==> config.mk <==
export PLATFORM = sky130hd
export DESIGN_NAME = addcp_framer
export DESIGN_NICKNAME = d
export VERILOG_FILES = /design/src/rtl/addcp_pkg.sv /design/src/rtl/addcp_pingpong_ram.sv /design/src/rtl/addcp_framer.sv
export SDC_FILE = /design/constraint.sdc
export NUM_CORES = 2
export LEC_CHECK = 0
export BUFFER_PORTS_ARGS = -buffer_cell sky130_fd_sc_hd__buf_4
export CAP_MARGIN = 25
export CORE_MARGIN = 2
export CORE_UTILIZATION = 55
export DETAILED_ROUTE_END_ITERATION = 8
export PLACE_DENSITY = 0.76
export SLEW_MARGIN = 5
export SYNTH_ARGS = -nofsm -noshare
export SYNTH_HDL_FRONTEND = slang
export SYNTH_SLANG_ARGS = --single-unit
==> constraint.sdc <==
create_clock -name clock -period 4.2 [get_ports clock]
set_clock_uncertainty 0.05 [all_clocks]
set_input_delay 0 -clock clock [delete_from_list [all_inputs] [get_ports clock]]
set_output_delay 0 -clock clock [all_outputs]
set_load 0.02 [all_outputs]
==> src/rtl/addcp_pkg.sv <==
// Shared types and helpers for the cyclic-prefix framer and its ping-pong RAM.
// Optional underrun counter is enabled by defining ADDCP_UNDERRUN_CNT_EN.
package addcp_pkg;

    typedef enum logic [2:0] {
        ST_IDLE,
        ST_HEAD,
        ST_WAIT,
        ST_CP,
        ST_BODY,
        ST_TAIL
    } rd_state_t;

    // Source of a read in flight: symbol RAM or the external sync ROM.
    localparam logic SRC_RAM  = 1'b0;
    localparam logic SRC_SYNC = 1'b1;

    function automatic int addr_w(input int depth);
        return (depth > 1) ? $clog2(depth) : 1;
    endfunction

    function automatic int frame_len(input int n_fft, input int cp_len,
                                     input int sync_len, input int nsyms);
        return 2 * sync_len + nsyms * (n_fft + cp_len);
    endfunction

endpackage

==> src/rtl/addcp_pingpong_ram.sv <==
// Two N_FFT-deep symbol banks with one write and one registered read port.
// Full/empty bookkeeping lives in the framer.
module addcp_pingpong_ram #(
    parameter int DATA_W = 8,
    parameter int N_FFT  = 256,
    parameter int AW     = 8
) (
    input  logic              clock,
    input  logic              wr_en,
    input  logic              wr_bank,
    input  logic [AW-1:0]     wr_addr,
    input  logic [DATA_W-1:0] wr_data,
    input  logic              rd_en,
    input  logic              rd_bank,
    input  logic [AW-1:0]     rd_addr,
    output logic [DATA_W-1:0] rd_data
);

    logic [DATA_W-1:0] bank0 [N_FFT];
    logic [DATA_W-1:0] bank1 [N_FFT];

    always_ff @(posedge clock) begin
        if (wr_en) begin
            if (wr_bank) bank1[wr_addr] <= wr_data;
            else         bank0[wr_addr] <= wr_data;
        end
        if (rd_en) begin
            rd_data <= rd_bank ? bank1[rd_addr] : bank0[rd_addr];
        end
    end

endmodule

==> src/rtl/addcp_framer.sv <==
// OFDM framer: head sync, then CP + symbol per buffered symbol, then tail sync.
// Define ADDCP_UNDERRUN_CNT_EN to add the saturating WAIT-cycle counter output.
module addcp_framer
    import addcp_pkg::*;
#(
    parameter int DATA_W   = 8,
    parameter int N_FFT    = 256,
    parameter int CP_LEN   = 64,
    parameter int SYNC_LEN = 12,
    parameter int SYMS_W   = 8
) (
    input  logic                        clock,
    input  logic                        reset,
    input  logic                        frame_start,
    input  logic [SYMS_W-1:0]           nsyms,
    input  logic [DATA_W-1:0]           in_data,
    input  logic                        in_valid,
    output logic                        in_ready,
    output logic [addr_w(SYNC_LEN)-1:0] sync_addr,
    input  logic [DATA_W-1:0]           sync_data,
    output logic [DATA_W-1:0]           out_data,
    output logic                        out_valid,
    input  logic                        out_ready,
    output logic                        out_last,
`ifdef ADDCP_UNDERRUN_CNT_EN
    output logic [15:0]                 underrun_cnt,
`endif
    output logic                        busy
);

    localparam int AW = addr_w(N_FFT);
    localparam int SW = addr_w(SYNC_LEN);
    localparam logic [AW-1:0] LAST_ADDR = AW'(N_FFT - 1);
    localparam logic [AW-1:0] CP_START  = AW'(N_FFT - CP_LEN);
    localparam logic [SW-1:0] SYNC_LAST = SW'(SYNC_LEN - 1);

    rd_state_t         state, state_n;
    logic [SYMS_W-1:0] nsyms_q, wr_cnt, rd_cnt, rd_cnt_n;
    logic [AW-1:0]     wr_addr, rd_addr, rd_addr_n;
    logic [SW-1:0]     sync_cnt, sync_cnt_n;
    logic              wr_bank, rd_bank, rd_bank_n;
    logic [1:0]        bank_full, bank_full_n;
    logic              start_acc, wr_fire, wr_done, pop, can_issue;
    logic              rd_issue, rd_src, rd_last, free_bank;
    logic              vld_p0, src_p0, last_p0;
    logic [DATA_W-1:0] ram_q, data_p0;
    logic [1:0]        occ;
    logic [DATA_W-1:0] sk_data0, sk_data1;
    logic              sk_last0, sk_last1;

    assign start_acc = frame_start & ~busy;
    assign in_ready  = busy & ~bank_full[wr_bank] & (wr_cnt != nsyms_q);
    assign wr_fire   = in_valid & in_ready;
    assign wr_done   = wr_fire & (wr_addr == LAST_ADDR);
    assign out_valid = (occ != 2'd0);
    assign out_data  = sk_data0;
    assign out_last  = sk_last0 & out_valid;
    assign pop       = out_valid & out_ready;
    assign sync_addr = sync_cnt;
    // Slots left in the skid buffer, counting the read already in flight.
    assign can_issue = (occ + {1'b0, vld_p0} - {1'b0, pop}) < 2'd2;

    addcp_pingpong_ram #(.DATA_W(DATA_W), .N_FFT(N_FFT), .AW(AW)) u_ram (
        .clock   (clock),
        .wr_en   (wr_fire),
        .wr_bank (wr_bank),
        .wr_addr (wr_addr),
        .wr_data (in_data),
        .rd_en   (rd_issue & (rd_src == SRC_RAM)),
        .rd_bank (rd_bank),
        .rd_addr (rd_addr),
        .rd_data (ram_q)
    );

    always_comb begin
        state_n    = state;
        sync_cnt_n = sync_cnt;
        rd_addr_n  = rd_addr;
        rd_cnt_n   = rd_cnt;
        rd_bank_n  = rd_bank;
        rd_issue   = 1'b0;
        rd_src     = SRC_RAM;
        rd_last    = 1'b0;
        free_bank  = 1'b0;
        case (state)
            ST_IDLE: if (start_acc) begin
                state_n    = ST_HEAD;
                sync_cnt_n = '0;
                rd_cnt_n   = '0;
            end
            ST_HEAD: if (can_issue) begin
                rd_issue = 1'b1;
                rd_src   = SRC_SYNC;
                if (sync_cnt == SYNC_LAST) begin
                    sync_cnt_n = '0;
                    state_n    = (nsyms_q != '0) ? ST_WAIT : ST_TAIL;
                end else begin
                    sync_cnt_n = sync_cnt + 1'b1;
                end
            end
            ST_WAIT: if (bank_full[rd_bank]) begin
                state_n   = ST_CP;
                rd_addr_n = CP_START;
            end
            ST_CP: if (can_issue) begin
                rd_issue = 1'b1;
                if (rd_addr == LAST_ADDR) begin
                    rd_addr_n = '0;
                    state_n   = ST_BODY;
                end else begin
                    rd_addr_n = rd_addr + 1'b1;
                end
            end
            ST_BODY: if (can_issue) begin
                rd_issue = 1'b1;
                if (rd_addr == LAST_ADDR) begin
                    rd_addr_n = '0;
                    free_bank = 1'b1;
                    rd_bank_n = ~rd_bank;
                    rd_cnt_n  = rd_cnt + 1'b1;
                    if (rd_cnt_n == nsyms_q) begin
                        state_n = ST_TAIL;
                    end else if (bank_full[~rd_bank]) begin
                        state_n   = ST_CP;
                        rd_addr_n = CP_START;
                    end else begin
                        state_n = ST_WAIT;
                    end
                end else begin
                    rd_addr_n = rd_addr + 1'b1;
                end
            end
            ST_TAIL: if (can_issue) begin
                rd_issue = 1'b1;
                rd_src   = SRC_SYNC;
                if (sync_cnt == SYNC_LAST) begin
                    rd_last    = 1'b1;
                    sync_cnt_n = '0;
                    state_n    = ST_IDLE;
                end else begin
                    sync_cnt_n = sync_cnt + 1'b1;
                end
            end
            default: state_n = ST_IDLE;
        endcase
    end

    // A bank filling in the same cycle the other is freed keeps its full flag.
    always_comb begin
        bank_full_n = bank_full;
        if (free_bank) bank_full_n[rd_bank] = 1'b0;
        if (wr_done)   bank_full_n[wr_bank] = 1'b1;
    end

    always_ff @(posedge clock or posedge reset) begin
        if (reset) begin
            state     <= ST_IDLE;
            busy      <= 1'b0;
            nsyms_q   <= '0;
            sync_cnt  <= '0;
            rd_addr   <= '0;
            rd_cnt    <= '0;
            rd_bank   <= 1'b0;
            wr_addr   <= '0;
            wr_cnt    <= '0;
            wr_bank   <= 1'b0;
            bank_full <= 2'b00;
        end else begin
            state     <= state_n;
            sync_cnt  <= sync_cnt_n;
            rd_addr   <= rd_addr_n;
            rd_cnt    <= rd_cnt_n;
            rd_bank   <= rd_bank_n;
            bank_full <= bank_full_n;
            if (start_acc) begin
                busy    <= 1'b1;
                nsyms_q <= nsyms;
                wr_addr <= '0;
                wr_cnt  <= '0;
            end else begin
                if (pop && sk_last0) busy <= 1'b0;
                if (wr_fire) begin
                    if (wr_done) begin
                        wr_addr <= '0;
                        wr_cnt  <= wr_cnt + 1'b1;
                        wr_bank <= ~wr_bank;
                    end else begin
                        wr_addr <= wr_addr + 1'b1;
                    end
                end
            end
        end
    end

    // ---- stage p0: RAM / ROM read data returns ----
    always_ff @(posedge clock or posedge reset) begin
        if (reset) begin
            vld_p0  <= 1'b0;
            src_p0  <= SRC_RAM;
            last_p0 <= 1'b0;
        end else begin
            vld_p0  <= rd_issue;
            src_p0  <= rd_src;
            last_p0 <= rd_last;
        end
    end

    assign data_p0 = (src_p0 == SRC_SYNC) ? sync_data : ram_q;

    // ---- skid buffer: entry 0 drives the output and only moves on a pop ----
    always_ff @(posedge clock or posedge reset) begin
        if (reset) begin
            occ      <= 2'd0;
            sk_data0 <= '0;
            sk_data1 <= '0;
            sk_last0 <= 1'b0;
            sk_last1 <= 1'b0;
        end else begin
            case ({vld_p0, pop})
                2'b11: begin
                    if (occ == 2'd1) begin
                        sk_data0 <= data_p0;
                        sk_last0 <= last_p0;
                    end else begin
                        sk_data0 <= sk_data1;
                        sk_last0 <= sk_last1;
                        sk_data1 <= data_p0;
                        sk_last1 <= last_p0;
                    end
                end
                2'b01: begin
                    sk_data0 <= sk_data1;
                    sk_last0 <= sk_last1;
                    occ      <= occ - 1'b1;
                end
                2'b10: begin
                    if (occ == 2'd0) begin
                        sk_data0 <= data_p0;
                        sk_last0 <= last_p0;
                    end else begin
                        sk_data1 <= data_p0;
                        sk_last1 <= last_p0;
                    end
                    occ <= occ + 1'b1;
                end
                default: ;
            endcase
        end
    end

`ifdef ADDCP_UNDERRUN_CNT_EN
    always_ff @(posedge clock or posedge reset) begin
        if (reset) begin
            underrun_cnt <= '0;
        end else if (start_acc) begin
            underrun_cnt <= '0;
        end else if (state == ST_WAIT && busy && underrun_cnt != 16'hFFFF) begin
            underrun_cnt <= underrun_cnt + 1'b1;
        end
    end
`endif

endmodule

==> Implementation_results.wiki <==
{| class="wikitable"
! Metric !! Value
|-
| Worst-case vdd ir drop || ~0.00046 V
|-
| Final worst-path cycle share || 1.01
|-
| Clock sink total || approximately 4200
|-
| Avg Inst Size Synth || a little under 20 um^2
|-
| Count of distinct cell types in the synthesized netlist || 81
|-
| Min-delay src || in_data[5]
|-
| H-Tree Level Count || 5
|-
| Violation count after the first detailed-routing iteration || 14200
|-
| Vias in the first global route || 88200
|-
| Final critical path time including I/O delays and setup || roughly 4200 ps
|-
| Arr. time, crit path || between 5000 and 6000 ps
|-
| Total routing resource utilization after global routing || 0.279
|-
| # fillers || just under 20000
|-
| Input/output buffers || 44
|-
| Clk slew on worst S/H paths || approximately 70 ps
|-
| Reg area || approximately 130000 um^2
|-
| Pin count of the biggest net entering global routing || between 100 and 150
|-
| Insertion delay of the later-clocked pin in the worst-skew pair || between 900 and 1000 ps
|-
| Outcome || complete, but fails checks
|-
| Detailed-route wire length || approximately 430000 um
|-
| Fin. max-slew vios || 0
|-
| Violations in the final reports || setup timing
|-
| Most frequent cells in the layout || sky130_fd_sc_hd__edfxtp_1, sky130_fd_sc_hd__mux4_2, sky130_fd_sc_hd__nor2_1, sky130_fd_sc_hd__mux2i_1, sky130_fd_sc_hd__clkbuf_16
|-
| Post-Route Utilization || 0.620
|-
| Sum of net half-perimeters after detailed placement || ~270000 um
|-
| Via density per instance || 6.75
|-
| Number of nets with antenna violations after routing || 0
|-
| Core box area || 300000 um^2
|-
| Pwr Density || around 560 nW/um^2
|-
| Critical path data required time || 4960 ps
|-
| Slew headroom || 0.174
|-
| Post-route worst setup slack || -47.6 ps
|-
| Average detailed-routed wire length per instance || approximately 32 um
|-
| Share of synthesized area occupied by flip-flops and latches || 0.755
|-
| Yosys top cell area share || 0.744
|-
| Buffer count from post-CTS setup fixing || 0
|-
| Die Span X || around 550 um
|-
| Gpl congestion || between 0.9 and 1
|-
| Top fanout value on the critical path || 12
|-
| Number of flip-flops and latches in the synthesized netlist || 4179
|-
| End point of the most critical hold path || u_ram.bank1[87][5]
|-
| Startpoint class of the critical path || flip-flop
|-
| Leak pwr || between 0.05 and 0.06 uW
|-
| Path category of the worst min-delay check || input port to flip-flop
|-
| Yosys synthesis warning count || 0
|-
| Total clock buffers created by CTS || ~400
|-
| Critical path class || flip-flop to flip-flop
|-
| Layout net count || between 9000 and 10000
|-
| Global-route wire length before repair || approximately 620000 um
|-
| Final count of hold timing violations || 0
|-
| Syn Nets || around 8600
|-
| Depth of the most critical reg-to-reg path || 10
|-
| Biggest area contributors in the synthesized netlist || sky130_fd_sc_hd__edfxtp_1, sky130_fd_sc_hd__mux4_2, sky130_fd_sc_hd__mux2i_1
|-
| Cell count of the worst hold path || 2
|-
| Leading cell type in the layout, fill and taps excluded || sky130_fd_sc_hd__edfxtp_1
|-
| DR DRC count || 0
|-
| Count of vias placed by the detailed router || 90000
|-
| Remaining Overflow, GRT || 0
|-
| Finish-stage setup viols || 1
|-
| Maximum capacitance violations || 0
|-
| Fmax || ~0.24 GHz
|-
| Fraction of synthesis flops using an asynchronous set or reset pin || 0.0179
|-
| Number of ports placed on the die boundary || between 40 and 50
|-
| Fin Hold WS || ~85 ps
|-
| Floorplan die height || 553 um
|-
| Number of buffers on the longest clock path || 4
|-
| Area growth syn-to-layout || 12.2%
|-
| Post-route cell area || around 190000 um^2
|-
| Area leader, netlist || sky130_fd_sc_hd__edfxtp_1
|-
| Syn Inst Count || 8593
|-
| Layout cell share with drive strength beyond 1 || 0.201
|-
| Die outline area || 306000 um^2
|-
| Post-synth design cell area || 166000 um^2
|-
| Count of TritonRoute iterations in the first routing pass || 9
|-
| Root Driver || sky130_fd_sc_hd__clkbuf_16
|-
| Setup repair after global routing missed its margin || false
|-
| Starting Density || 0.552
|-
| Most common flop cell mapped by yosys || sky130_fd_sc_hd__edfxtp_1
|-
| Total area of multi-input combinational cells || between 30000 and 40000 um^2
|-
| Number of enable-type register cells in the synthesized netlist || ~4100
|-
| Number of antenna violations at the first check in global routing || 14
|-
| CP Capture Type || flip-flop
|-
| R2r startpoint || rd_addr[1]
|-
| Worst Max-Slew Pin Slew || between 1000 and 1500 ps
|-
| Capture instance of the worst register-to-register path || u_ram.rd_data[1]
|-
| Floorplan row count || ~200
|-
| Register-to-register path setup slack || -50 ps
|-
| Placement-stage cell area || 172000 um^2
|-
| CTS tree || done
|-
| Pre-CTS WS || between 6 and 7 ps
|}
power breakdown:
group          internal (uW)  total, uW  switching, uW
Combinational           9060      21900          12800
Sequential             46100      46500            389
Clock                  19900      35400          15500
per-stage QoR:
step	std cells	total power, uW	setup TNS, ps
finish	13300	104000	-47.6
global route	13300	106000	0
CTS	13300	104000	0
detailed placement	12500	68600	0
global placement	12500	68300	-13.2
floorplan	8593	62000	0
worst max-delay path, stage by stage, from the launching register on:
cell                       delay (ps)
sky130_fd_sc_hd__dfrtp_4          560
sky130_fd_sc_hd__buf_12           200
sky130_fd_sc_hd__nor2b_1          750
sky130_fd_sc_hd__a221oi_1         400
sky130_fd_sc_hd__o211ai_1         430
sky130_fd_sc_hd__nand4_1          160
sky130_fd_sc_hd__nor3_1           820
sky130_fd_sc_hd__buf_4            240
sky130_fd_sc_hd__nor4_1            50
sky130_fd_sc_hd__buf_4            180
sky130_fd_sc_hd__nor4b_2          260
worst max-delay path by stage:
| stage | slack, ps | endpoint | cells past startpoint | start |
|---|---|---|---|---|
| floorplan | 1130 | u_ram.bank0[152][0] | 9 | wr_cnt[2] |
| global placement | -10 | u_ram.rd_data[2] | 10 | rd_addr[0] |
| detailed placement | 6 | u_ram.rd_data[2] | 10 | rd_addr[0] |
| CTS | 70 | u_ram.rd_data[5] | 11 | rd_addr[0] |
| global route | 20 | u_ram.rd_data[1] | 10 | rd_addr[1] |
| finish | -50 | u_ram.rd_data[1] | 10 | rd_addr[1] |
state kept, by name, indices dropped and copies added, names as in the netlist, 2 cells and up:
register and count:
wr_cnt 8, u_ram.rd_data 8, nsyms_q 8, u_ram.bank1 2048
sk_data1 8, state 3, out_data 8, occ 2
wr_addr 8, sync_addr 4, u_ram.bank0 2048, bank_full 2
rd_addr 8, rd_cnt 8
metal layers:
layer  routed length (um)  vias up  part of all wire  track usage
met5                  107        -           0.00025            0
met4                24300       12             0.056        0.131
met3                56000     1266              0.13       0.0771
met2               199000     6567              0.46        0.422
met1               154000    46000              0.36        0.379
li1                     -    36200                 -            -
final cells by class:
cell class	instances	share of cell area
Inverter	27	0.000620
Clock buffer	500	0.0575
Tap cell	3958	0.0267
Timing Repair Buffer	575	0.0304
Sequential cell	4179	0.673
Antenna cell	9	0.000121
Multi-Input combinational cell	3844	0.200
Clock inverter	248	0.0117
cells by family (layout without fill, tap and decap cells):
kind of cell,Yosys count,in the layout,share of synthesized area
buffers and inverters,570,1350,0.0213
DFF,4179,4179,0.755
xor gates and xnor gates,40,40,0.00228
adders and majority gates,14,14,0.00106
and+or+nand+nor,1451,1451,0.0403
other,0,9,0
muxes,1403,1403,0.140
AOI/OAI and AO/OA,936,936,0.0394
cells in the mapped netlist (21+ instances only):
master / n
sky130_fd_sc_hd__edfxtp_1: 4104
sky130_fd_sc_hd__mux4_2: 702
sky130_fd_sc_hd__nor2_1: 660
sky130_fd_sc_hd__mux2i_1: 644
sky130_fd_sc_hd__nand2_1: 268
sky130_fd_sc_hd__clkbuf_1: 226
sky130_fd_sc_hd__o221ai_1: 220
sky130_fd_sc_hd__o22ai_1: 194
sky130_fd_sc_hd__o21ai_0: 144
sky130_fd_sc_hd__a21oi_1: 140
sky130_fd_sc_hd__nor3_1: 120
sky130_fd_sc_hd__buf_2: 116
sky130_fd_sc_hd__nand3_1: 91
sky130_fd_sc_hd__buf_6: 82
sky130_fd_sc_hd__dfrtp_1: 75
sky130_fd_sc_hd__nor4_1: 69
sky130_fd_sc_hd__a211oi_1: 45
sky130_fd_sc_hd__buf_4: 43
sky130_fd_sc_hd__nand4_1: 41
sky130_fd_sc_hd__buf_1: 37
sky130_fd_sc_hd__or2_2: 36
sky130_fd_sc_hd__mux2_2: 35
sky130_fd_sc_hd__or3_1: 28
sky130_fd_sc_hd__a2111oi_0: 27
sky130_fd_sc_hd__inv_1: 26
sky130_fd_sc_hd__buf_8: 25
sky130_fd_sc_hd__a221oi_1: 23
sky130_fd_sc_hd__and2_1: 23
sky130_fd_sc_hd__mux4_1: 22
sky130_fd_sc_hd__xnor2_1: 21
timing repair:
action	4_1_cts	5_1_grt
hold endpoints to repair	3131	2
endpoints found under the setup margin	2	2
gates resized for setup	2	2
hold buffers	64	1
No activity file was read; power rests on OpenSTA's default activity.
